$ cat config.mk
export PLATFORM = sky130hd
export DESIGN_NAME = if_stage_flat
export DESIGN_NICKNAME = d
export VERILOG_FILES = /design/src/rtl/if_stage_pkg.sv /design/src/rtl/if_stage_if.sv /design/src/rtl/if_resp_tracker.sv /design/src/rtl/if_stage.sv /design/src/flat_wrapper.sv
export SDC_FILE = /design/constraint.sdc
export NUM_CORES = 1
export LEC_CHECK = 0
export ABC_CLOCK_PERIOD_IN_PS = 5100
export BUFFER_PORTS_ARGS = -buffer_cell sky130_fd_sc_hd__clkbuf_2
export CAP_MARGIN = 20
export CELL_PAD_IN_SITES_DETAIL_PLACEMENT = 2
export CELL_PAD_IN_SITES_GLOBAL_PLACEMENT = 2
export CORE_ASPECT_RATIO = 0.9
export CORE_MARGIN = 1
export CORE_UTILIZATION = 30
export CTS_CLUSTER_SIZE = 8
export DETAILED_ROUTE_END_ITERATION = 10
export GPL_TIMING_DRIVEN = 1
export HOLD_SLACK_MARGIN = 0.12
export PLACE_DENSITY_LB_ADDON = 0.3
export SETUP_SLACK_MARGIN = 0.2
export SKIP_LAST_GASP = 1
export SYNTH_ARGS = -nofsm -noshare
export SYNTH_HDL_FRONTEND = slang
export SYNTH_SLANG_ARGS = --single-unit
$ cat constraint.sdc
create_clock -name clk -period 5.1 [get_ports clk]
set_input_delay 1.53 -clock clk [delete_from_list [all_inputs] [get_ports clk]]
set_output_delay 1.53 -clock clk [all_outputs]
set_load 0.03 [all_outputs]
$ cat src/rtl/if_stage_pkg.sv
// if_stage_pkg: shared types and constants for the instruction-fetch stage
package if_stage_pkg;

    localparam int OUTST_W_DEF = 2;
    localparam logic [4:0] EXC_ADEL = 5'h04;

    typedef logic [31:0] virt_t;

    typedef struct packed {
        logic       ex;
        logic       bd;
        logic [4:0] excode;
        virt_t      badvaddr;
    } exception_t;

    typedef struct packed {
        logic       valid;
        logic       stall;
        logic       req_ok;
        logic       br_op;
        virt_t      pc;
        exception_t exception;
    } pfs_to_fs_bus_t;

    typedef struct packed {
        logic ex;
        logic eret;
        logic tlb_op;
        logic tlb_refill;
    } pipeline_flush_t;

    typedef struct packed {
        virt_t       pc;
        logic [31:0] inst;
        logic        bd;
        exception_t  exception;
    } fs_to_ds_bus_t;

    function automatic logic flush_any(pipeline_flush_t f);
        return f.ex | f.eret | f.tlb_op;
    endfunction

endpackage

$ cat src/rtl/if_stage_if.sv
// if_stage_if: pipeline and instruction-response signals around the IF stage
interface if_stage_if;
    import if_stage_pkg::*;

    logic            ds_allowin;
    pfs_to_fs_bus_t  pfs_to_fs_bus;
    pipeline_flush_t pipeline_flush;
    logic            inst_data_ok;
    logic [31:0]     inst_rdata;
    logic            fs_allowin;
    logic            fs_valid;
    logic            fs_to_ds_valid;
    fs_to_ds_bus_t   fs_to_ds_bus;

    modport master (
        output ds_allowin, pfs_to_fs_bus, pipeline_flush, inst_data_ok, inst_rdata,
        input  fs_allowin, fs_valid, fs_to_ds_valid, fs_to_ds_bus
    );

    modport slave (
        input  ds_allowin, pfs_to_fs_bus, pipeline_flush, inst_data_ok, inst_rdata,
        output fs_allowin, fs_valid, fs_to_ds_valid, fs_to_ds_bus
    );

endinterface

$ cat src/rtl/if_resp_tracker.sv
// if_resp_tracker: counts in-flight fetches and drops responses belonging to flushed requests
module if_resp_tracker
    import if_stage_pkg::*;
#(
    parameter int OUTST_W = OUTST_W_DEF
) (
    input  logic clk,
    input  logic resetn,
    input  logic req_ok,
    input  logic data_ok,
    input  logic flush,
    output logic resp_keep
);

    logic [OUTST_W-1:0] outst, outst_nxt, discard;
    logic discard_zero;

    assign discard_zero = discard == '0;
    assign resp_keep    = data_ok & discard_zero;

    // net in-flight change: a new request and a returning response may coincide
    always_comb outst_nxt = outst + OUTST_W'(req_ok) - OUTST_W'(data_ok);

    // every request still in flight after a flush owes us one response to throw away
    always_ff @(posedge clk or negedge resetn) begin
        if (!resetn) begin
            outst   <= '0;
            discard <= '0;
        end else begin
            outst   <= outst_nxt;
            discard <= flush ? outst_nxt : (data_ok && !discard_zero) ? discard - 1'b1 : discard;
        end
    end

    no_orphan_resp: assert property (@(posedge clk) disable iff (!resetn) !(data_ok && outst == '0));

endmodule

$ cat src/rtl/if_stage.sv
// if_stage: instruction-fetch stage, pairs accepted fetches with returned instructions for ID
module if_stage
    import if_stage_pkg::*;
#(
    parameter int OUTST_W = OUTST_W_DEF
) (
    input  logic    clk,
    input  logic    resetn,
    if_stage_if.slave io
);

    logic        flush, fs_valid, fs_ex, fs_ready_go, fs_allowin, to_ds, resp_keep;
    logic        buf_valid;
    logic [31:0] buf_inst;
    virt_t       fs_pc;
    exception_t  fs_exc, pfs_exc;
    logic        unused_bits;

    assign unused_bits = ^{io.pfs_to_fs_bus.stall, io.pfs_to_fs_bus.exception.bd,
                           io.pipeline_flush.tlb_refill};

    assign flush       = flush_any(io.pipeline_flush);
    assign fs_ex       = fs_exc.ex;
    assign fs_ready_go = fs_ex | buf_valid | resp_keep;
    assign fs_allowin  = !fs_valid | (fs_ready_go & io.ds_allowin);
    assign to_ds       = fs_valid & fs_ready_go & !flush;

    assign io.fs_allowin     = fs_allowin;
    assign io.fs_valid       = fs_valid;
    assign io.fs_to_ds_valid = to_ds;

    if_resp_tracker #(.OUTST_W(OUTST_W)) u_tracker (
        .clk       (clk),
        .resetn    (resetn),
        .req_ok    (io.pfs_to_fs_bus.req_ok),
        .data_ok   (io.inst_data_ok),
        .flush     (flush),
        .resp_keep (resp_keep)
    );

    // the delay-slot flag travels inside the exception record so ID sees one consistent bd
    always_comb begin
        pfs_exc    = io.pfs_to_fs_bus.exception;
        pfs_exc.bd = io.pfs_to_fs_bus.br_op;
    end

    // output bus: exception entries carry no instruction; buffered word wins over the live bypass
    always_comb begin
        io.fs_to_ds_bus.pc        = fs_pc;
        io.fs_to_ds_bus.inst      = (fs_ex || !fs_valid) ? 32'd0 : buf_valid ? buf_inst : io.inst_rdata;
        io.fs_to_ds_bus.bd        = fs_exc.bd;
        io.fs_to_ds_bus.exception = fs_exc;
    end

    // stage register: flush beats any capture, otherwise refill whenever IF frees up
    always_ff @(posedge clk or negedge resetn) begin
        if (!resetn) begin
            fs_valid <= 1'b0;
            fs_pc    <= '0;
            fs_exc   <= '0;
        end else if (flush) begin
            fs_valid <= 1'b0;
        end else if (fs_allowin) begin
            fs_valid <= io.pfs_to_fs_bus.valid;
            if (io.pfs_to_fs_bus.valid) begin
                fs_pc  <= io.pfs_to_fs_bus.pc;
                fs_exc <= pfs_exc;
            end
        end
    end

    // single-entry buffer holds a live response while ID is stalled
    always_ff @(posedge clk or negedge resetn) begin
        if (!resetn) begin
            buf_valid <= 1'b0;
            buf_inst  <= '0;
        end else if (flush || (to_ds && io.ds_allowin)) begin
            buf_valid <= 1'b0;
        end else if (resp_keep && fs_valid && !fs_ex && !io.ds_allowin) begin
            buf_valid <= 1'b1;
            buf_inst  <= io.inst_rdata;
        end
    end

endmodule

$ cat src/flat_wrapper.sv
// flat-port wrapper written by rule: the top's interface ports become plain ports
module if_stage_flat import if_stage_pkg::*;
#(
    parameter int OUTST_W = OUTST_W_DEF
)
  (clk, resetn, io_ds_allowin, io_pfs_to_fs_bus, io_pipeline_flush, io_inst_data_ok, io_inst_rdata, io_fs_allowin, io_fs_valid, io_fs_to_ds_valid, io_fs_to_ds_bus);
  if_stage_if io_i ();
  input  logic clk;
  input  logic resetn;
  input wire logic [$bits(io_i.ds_allowin)-1:0] io_ds_allowin;
  input wire logic [$bits(io_i.pfs_to_fs_bus)-1:0] io_pfs_to_fs_bus;
  input wire logic [$bits(io_i.pipeline_flush)-1:0] io_pipeline_flush;
  input wire logic [$bits(io_i.inst_data_ok)-1:0] io_inst_data_ok;
  input wire logic [$bits(io_i.inst_rdata)-1:0] io_inst_rdata;
  output wire logic [$bits(io_i.fs_allowin)-1:0] io_fs_allowin;
  output wire logic [$bits(io_i.fs_valid)-1:0] io_fs_valid;
  output wire logic [$bits(io_i.fs_to_ds_valid)-1:0] io_fs_to_ds_valid;
  output wire logic [$bits(io_i.fs_to_ds_bus)-1:0] io_fs_to_ds_bus;
  assign io_i.ds_allowin = io_ds_allowin;
  assign io_i.pfs_to_fs_bus = io_pfs_to_fs_bus;
  assign io_i.pipeline_flush = io_pipeline_flush;
  assign io_i.inst_data_ok = io_inst_data_ok;
  assign io_i.inst_rdata = io_inst_rdata;
  assign io_fs_allowin = io_i.fs_allowin;
  assign io_fs_valid = io_i.fs_valid;
  assign io_fs_to_ds_valid = io_i.fs_to_ds_valid;
  assign io_fs_to_ds_bus = io_i.fs_to_ds_bus;
  if_stage #(.OUTST_W(OUTST_W)) u_core (.clk(clk), .resetn(resetn), .io(io_i));
endmodule
==> metrics.md, run 1 <==
| Metric | Value |
|---|---|
| TritonCTS clock tree | built |
| Die span in y | 125 um |
| Required time of the critical path | 3.57 ns |
| Sequential share of the synthesized area | 54.5% |
| Number of buffers created by CTS | 9 |
| Highest clock rate | 0.250 GHz |
| Post-route cell area | 6580 um^2 |
| Insertion delay of the later-clocked pin in the worst-skew pair | 0.35 ns |
| Cell-by-cell trace of the critical path | clkbuf_2, a211o_1, a21oi_1, inv_1, clkbuf_2 |
| Internal cell power | 1.82 mW |
| Met3 Track Usage GR | 7.04% |
| Normalized max-slew margin | 31.3% |
| Proportion of synthesized flip-flops having asynchronous set or reset | 100% |
| Resized Gates After CTS | 0 |
| Critical Path Most Common Cell | sky130_fd_sc_hd__clkbuf_2 |
| Crit path setup slack, layout | 1.11 ns |
| Cell row count | 44 |
| Place WS | 1.09 ns |
| Total of endpoints with negative setup slack in the final report | 0 |
| Number of fill cells | 1691 |
| Number of flops mapped to enable cells by yosys | 0 |
| Total placed instance area | 6260 um^2 |
| Mapped Avg Cell Area | 15.2 um^2 |
| Area Overhead vs Synth | 31.3% |
| Maximum cell stage delay along the critical path | 0.36 ns |
| Failing checks | DRC |
| Shortest period the worst path allows | 3.99 ns |
| Power per unit of standard cell area | 417 nW/um^2 |
| Final std cells w/o fill | 756 |
| Max FO, Critical Path | 5 |
| Port-buffer cells | 218 |
| Combinational cell fraction of total power | 31.1% |
| Overall global routing resource usage | 16.5% |
| Post-DR vias/cell | 4.52 |
| Buffer cell driving the clock tree root | sky130_fd_sc_hd__clkbuf_16 |
| Via count of the first global-routing pass | 3934 |
| Endpoints failing hold | 0 |
| Initial DRC Count | 79 |
| Netlist Area Pre-Place | 5010 um^2 |
| Final-report max-slew violation count | 0 |
| Status | complete, but fails checks |
| Antenna violation net count after detailed routing | 0 |
| Antenna violations before repair | 0 |
| Total nets after synthesis | 447 |
| DRC Markers | 28 |
| Setup clock skew after layout | 0.00481 ns |
| Setup repair after global routing missed its margin | false |
| Number of setup buffers added after CTS | 0 |
| Total Neg Setup Slack | 0 ns |
| Fraction of final layout cells with drive strength greater than 1 | 63.2% |
| Worst path slowest cell | sky130_fd_sc_hd__a211o_1 |
| H-tree levels | 3 |
| Gr busiest metal | met2 |
| Mapped Cells | 329 |
| Sw power | 926 uW |
| Core Area | 16200 um^2 |
| Static leakage | 3.35 nW |
| Launching element type of the critical path | input pin |
| Total number of vias | 3420 |
| Number of antenna diodes | 0 |
| Number of clock sinks | 109 |
| FF+latch count, synth | 109 |
| Layout Utilization | 40.5% |
| Max Cap Viol | 0 |
| WHS | 0.496 ns |
| Number of cells after detailed placement | 740 |
| Sequential share of power | 41.2% |
| Global routing met1 resource utilization | 19.4% |
| Total wire length after detailed routing | 13500 um |
| Number of buffers inserted for hold repair after clock tree synthesis | 0 |
| I/O pin count | 222 |
| Number of synthesis warnings | 0 |
| First-pass GRT wire length | 21900 um |
| Number of distinct library cell variants in the gate-level netlist after synthesis | 29 |
| Total congestion overflow after global routing | 0 |
| Tightest Pin Transition | 1.03 ns |
| Hold WC Path Type | reg -> reg |
| Data arrival time of the critical path | 2.46 ns |
| Post-CTS clock slew at the launch and capture registers of the worst setup and hold paths | 0.07 ns |
| Final weighted congestion of routability-driven global placement | 0.695 |
| Critical path type | in -> out |
| Die width | 138 um |
| Switching share of total power | 33.8% |
| Element type at the critical path end | output port |
| Overall die area | 17200 um^2 |
| Post-DP HPWL | 10100 um |
| Ratio of final minimum period to clock period | 78.3% |
| Maximum number of pins on one net before global-route repair | 47 |
| First-pass iteration count of the detailed router | 6 |
| Effective utilization at floorplan | 30.8% |
| Wire per inst | 17.9 um |
| Met2 layer usage reported by global route | 27.5% |
| Clock tree buffer depth | 2 |
| Design Power | 2.74 mW |
| Worst vdd rail ir drop | 0.182 mV |
| # nets final | 662 |
| Flip-flop cell with the highest count after synthesis | sky130_fd_sc_hd__dfrtp_1 |
| Share of power burned in the clock network | 27.7% |
## cell families (layout without fill, tap and decap cells)
kind of cell | Yosys count | in the layout | share of synthesized area, %
AOI/OAI and AO/OA | 9 | 9 | 1.32
xor gates and xnor gates | 3 | 3 | 0.525
adders and majority gates | 3 | 3 | 0.750
buffers and inverters | 27 | 247 | 3.95
DFF | 109 | 109 | 54.5
muxes | 135 | 135 | 34.8
and+or+nand+nor | 43 | 43 | 4.17
## power by group through the flow
stage	Sequential (mW)	Clock, mW	Combinational (mW)
after global placement	1.13	0	0.842
after floorplan	1.40	0	0.318
final	1.13	0.759	0.854
after detailed placement	1.14	0	0.869
after global routing	1.15	0.818	0.912
after CTS	1.13	0.795	0.870
## cells in the final DEF, fill, tap and decap left out, types with 2 or more instances in the layout
cell	n
sky130_fd_sc_hd__mux2_2	32
sky130_fd_sc_hd__ha_1	3
sky130_fd_sc_hd__clkbuf_1	2
sky130_fd_sc_hd__clkinvlp_4	2
sky130_fd_sc_hd__mux2_4	70
sky130_fd_sc_hd__buf_4	7
sky130_fd_sc_hd__mux2i_1	32
sky130_fd_sc_hd__clkbuf_2	217
sky130_fd_sc_hd__dfrtp_1	108
sky130_fd_sc_hd__bufinv_16	2
sky130_fd_sc_hd__xnor2_1	3
sky130_fd_sc_hd__inv_1	6
sky130_fd_sc_hd__nand2b_1	2
sky130_fd_sc_hd__nor2_1	33
sky130_fd_sc_hd__a21oi_1	2
sky130_fd_sc_hd__o21a_1	3
sky130_fd_sc_hd__clkbuf_16	9
## state kept, by name (all words and copies together), names as in the netlist
register                  flops
u_core.buf_valid              1
u_core.fs_ex                  1
u_core.io.fs_to_ds_bus       38
u_core.buf_inst              32
u_core.u_tracker.discard      2
u_core.io.fs_valid            1
u_core.fs_pc                 32
u_core.u_tracker.outst        2
## layer usage
metal	vias to the layer above	part of all wire, %
met5	-	0
met4	0	1.0
met3	9	10
met2	152	47
met1	1697	42
li1	1562	-
## layout make-up
cell class                      count  area (um^2)  area share (%)
Clock buffer                       11          233            3.54
Clock inverter                      5         83.8            1.27
Inverter                            6         22.5           0.342
Multi-Input combinational cell    193         2090            31.8
Sequential cell                   109         2730            41.5
Tap cell                          207          259            3.94
Timing Repair Buffer              225         1160            17.6
## cells in the mapped netlist, types with 2 or more instances
library cell	n	area, um^2
sky130_fd_sc_hd__a21oi_1	2	10.0
sky130_fd_sc_hd__buf_1	3	11.3
sky130_fd_sc_hd__buf_2	2	10.0
sky130_fd_sc_hd__buf_4	3	22.5
sky130_fd_sc_hd__buf_6	11	124
sky130_fd_sc_hd__clkbuf_1	2	7.51
sky130_fd_sc_hd__dfrtp_1	109	2730
sky130_fd_sc_hd__ha_1	3	37.5
sky130_fd_sc_hd__inv_1	6	22.5
sky130_fd_sc_hd__mux2_2	32	360
sky130_fd_sc_hd__mux2_4	70	1050
sky130_fd_sc_hd__mux2i_1	32	320
sky130_fd_sc_hd__nand2b_1	2	12.5
sky130_fd_sc_hd__nor2_1	33	124
sky130_fd_sc_hd__o21a_1	3	22.5
sky130_fd_sc_hd__xnor2_1	3	26.3
## path summary, 6_finish.rpt
check | startpoint | endpoint | slack (ns) | cells after the start
setup / recovery | io_inst_data_ok | io_fs_allowin | 1.11 | 5
hold / removal | u_core.buf_inst[6] | u_core.buf_inst[6] | 0.50 | 1
setup reg to reg | u_core.buf_valid | u_core.io.fs_to_ds_bus[36] | 2.32 | 4
hold reg to reg | u_core.buf_inst[6] | u_core.buf_inst[6] | 0.50 | 1
max in group asynchronous | resetn | u_core.io.fs_to_ds_bus[2] | 2.97 | 2
min in group asynchronous | resetn | u_core.buf_inst[6] | 1.19 | 1
## worst max-delay path: cells and delay by family
family	cells	cell delay, ns
AOI/OAI and AO/OA	2	0.57
buffers and inverters	3	0.36
Note: power is estimated with default switching activity, not from simulation.
==> run 2, diff against run 1 <==
--- a/config.mk
+++ b/config.mk
@@ -5,7 +5,7 @@
 export SDC_FILE = /design/constraint.sdc
 export NUM_CORES = 1
 export LEC_CHECK = 0
-export ABC_CLOCK_PERIOD_IN_PS = 5100
+export ABC_CLOCK_PERIOD_IN_PS = 4100
 export BUFFER_PORTS_ARGS = -buffer_cell sky130_fd_sc_hd__clkbuf_2
 export CAP_MARGIN = 20
 export CELL_PAD_IN_SITES_DETAIL_PLACEMENT = 2
==> constraint.sdc (replaced) <==
create_clock -name clk -period 4.1 [get_ports clk]
set_input_delay 1.23 -clock clk [delete_from_list [all_inputs] [get_ports clk]]
set_output_delay 1.23 -clock clk [all_outputs]
set_load 0.03 [all_outputs]
==> run 2 against run 1 <==
Effect of this change: the flow still finishes with violations (DRC); combinational power grew 24%; clock skew grew 0.0078 ns; critical path depth is the same; non-clock buffer count up 2; global-route usage decreased by 0.57 points; hold slack better by 0.012 ns; first-iteration DRC count up 15%; final area about the same; via count up 1.3%; critical endpoint unchanged; highest routed layer unchanged.
==> metrics.md, run 2 (same netlist as run 1, synthesis figures left out) <==
| Metric | Value |
|---|---|
| Status | complete, but fails checks (unchanged) |
| Failing checks | DRC (unchanged) |
| Critical path type | in -> out (unchanged) |
| Core Area | 16200 um^2 (unchanged) |
| Final-report max-slew violation count | 0 (unchanged) |
| Max Cap Viol | 0 (unchanged) |
| Antenna violations before repair | 0 (unchanged) |
| Cell row count | 44 (unchanged) |
| Number of setup buffers added after CTS | 0 (unchanged) |
| TritonCTS clock tree | built (unchanged) |
| Worst hold stages | 1 (unchanged) |
| Element type at the critical path end | output port (unchanged) |
| DRC Markers | 28 (unchanged) |
| WHS | 0.509 ns (was 0.496 ns) |
| Tightest Pin Transition | 0.814 ns (was 1.03 ns) |
| Maximum cell stage delay along the critical path | 0.36 ns (about the same) |
| Cell-by-cell trace of the critical path | clkbuf_2, a211o_1, a21oi_1, inv_1, clkbuf_2 (unchanged) |
| Critical Path Most Common Cell | sky130_fd_sc_hd__clkbuf_2 (unchanged) |
| Critical path depth | 5 (unchanged) |
| Data arrival time of the critical path | 2.16 ns (was 2.46 ns) |
| Overall die area | 17200 um^2 (unchanged) |
| Insertion delay of the later-clocked pin in the worst-skew pair | 0.35 ns (about the same) |
| Flip-flop count of the largest register, all copies and words added | 38 (unchanged) |
| First-pass iteration count of the detailed router | 7 (was 6) |
| Port-buffer cells | 218 (unchanged) |
| # nets final | 664 (was 662) |
| Most common cell after layout, fill and taps aside | sky130_fd_sc_hd__clkbuf_2 (unchanged) |
| Number of fill cells | 1694 (was 1691) |
| Most frequent cells in the layout | sky130_fd_sc_hd__clkbuf_2, sky130_fd_sc_hd__dfrtp_1, sky130_fd_sc_hd__mux2_4 (unchanged) |
| Total congestion overflow after global routing | 0 (unchanged) |
| Highest clock rate | 0.295 GHz |
| Area Overhead vs Synth | 31.2% (was 31.3%) |
| Final std cells w/o fill | 758 (was 756) |
| Initial DRC Count | 91 (was 79) |
| Shortest period the worst path allows | 3.39 ns |
| Launching element type of the critical path | input pin (unchanged) |
| Required time of the critical path | 2.87 ns (was 3.57 ns) |
| First-pass GRT wire length | 21200 um (was 21900 um) |
| Register-to-register setup slack | 1.70 ns (was 2.32 ns) |
| Maximum number of pins on one net before global-route repair | 61 (was 47) |
| Worst Path Buf+Inv | 3 (unchanged) |
| Total number of vias | 3466 (was 3420) |
| Via count of the first global-routing pass | 3863 (was 3934) |
| Total Neg Setup Slack | 0 ns (unchanged) |
| Endpoints failing hold | 0 (unchanged) |
| I/O pin count | 222 (unchanged) |
| Fraction of final layout cells with drive strength greater than 1 | 63.7% (was 63.2%) |
| Power per unit of standard cell area | 504 nW/um^2 (was 417 nW/um^2) |
| Buffer cell driving the clock tree root | sky130_fd_sc_hd__clkbuf_16 (unchanged) |
| Normalized max-slew margin | 45.7% (was 31.3%) |
| Die width | 138 um (unchanged) |
| Met1 WL | 5570 um (was 5610 um) |
| Total of endpoints with negative setup slack in the final report | 0 (unchanged) |
| Total wire length after detailed routing | 13200 um (was 13500 um) |
| Ratio of final minimum period to clock period | 82.7% |
| Wire per inst | 17.5 um (was 17.9 um) |
| Setup clock skew after layout | 0.0126 ns (was 0.00481 ns) |
| Worst vdd rail ir drop | 0.240 mV (was 0.182 mV) |
| Post-DR vias/cell | 4.57 (was 4.52) |
| Antenna violation net count after detailed routing | 0 (unchanged) |
| Clock tree buffer depth | 2 (unchanged) |
| Post-DP HPWL | 10000 um (was 10100 um) |
| Setup repair after global routing missed its margin | false (unchanged) |
| Effective utilization at floorplan | 30.8% (unchanged) |
| Post-CTS clock slew at the launch and capture registers of the worst setup and hold paths | 0.07 ns (about the same) |
| Wire length on met2 | 6050 um (was 6380 um) |
| Overall global routing resource usage | 15.9% (was 16.5%) |
| Number of clock sinks | 109 (unchanged) |
| Resized Gates After CTS | 0 (unchanged) |
| Number of buffers created by CTS | 9 (unchanged) |
| CP delay by family, top | compound AO/OA/AOI/OAI gates (unchanged) |
| H-tree levels | 3 (unchanged) |
| Highest metal layer used by the detailed router | met4 (unchanged) |
| Hold WC Path Type | reg -> reg (unchanged) |
| Number of antenna diodes | 0 (unchanged) |
| Max FO, Critical Path | 5 (unchanged) |
| Final weighted congestion of routability-driven global placement | 0.715 (was 0.695) |
| Worst reg-to-reg path cell count | 5 (was 4) |
| Number of cells after detailed placement | 742 (was 740) |
| Number of buffers inserted for hold repair after clock tree synthesis | 0 (unchanged) |
| Layout Utilization | 40.5% (about the same) |
| Static leakage | 3.35 nW (about the same) |
| Routed length on met3 | 1430 um (was 1390 um) |
| Worst path slowest cell | sky130_fd_sc_hd__a211o_1 (unchanged) |
| Die span in y | 125 um (unchanged) |
-- run 2: cell count changes in the layout (fill, tap and decap cells not counted) --
cell                         delta
sky130_fd_sc_hd__clkinvlp_4     +1
sky130_fd_sc_hd__buf_4          +1
sky130_fd_sc_hd__buf_12         +1
sky130_fd_sc_hd__clkbuf_1       -2
sky130_fd_sc_hd__bufinv_16      -2
sky130_fd_sc_hd__inv_6          +1
sky130_fd_sc_hd__clkinv_2       +1
sky130_fd_sc_hd__clkbuf_8       +1
-- run 2: through the flow --
| step | power, mW | instance area, um^2 | setup slack (ns) |
|---|---|---|---|
| final | 3.31 | 6570 | 0.707 |
| after global routing | 3.48 | 6570 | 0.636 |
| after CTS | 3.37 | 6570 | 0.691 |
| after detailed placement | 2.50 | 6290 | 0.688 |
| after global placement | 2.46 | 6290 | 0.701 |
| after floorplan | 2.13 | 5010 | 0.952 |
-- run 2: path summary, 6_finish.rpt --
check,endpoint,start
min in group asynchronous,u_core.buf_inst[5],resetn
setup reg to reg,u_core.buf_inst[13],u_core.fs_ex
hold / removal,u_core.buf_inst[26],u_core.buf_inst[26]
setup / recovery,io_fs_allowin,io_inst_data_ok
hold reg to reg,u_core.buf_inst[26],u_core.buf_inst[26]
max in group asynchronous,u_core.buf_valid,resetn
-- run 2: layer usage --
metal / global-route usage (%) / vias up
li1: - / 1576
met1: 19.8 / 1722
met2: 24.9 / 155
met3: 6.50 / 13
met4: 5.75 / 0
met5: 0 / -
-- run 2: power by group --
group,switching (mW),total [mW],internal [mW]
sequential,0.128,1.41,1.28
combinational,0.620,1.06,0.443
clock,0.408,0.841,0.433
-- run 2: area by class of cell --
cell class / count / area (um^2) / area share, %
sequential: 109 / 2730 / 41.5
multi-input combinational: 193 / 2090 / 31.8
timing repair buffer: 227 / 1190 / 18.1
tap: 207 / 259 / 3.94
clock buffer: 10 / 239 / 3.64
clock inverter: 6 / 45.0 / 0.685
inverter: 6 / 22.5 / 0.343
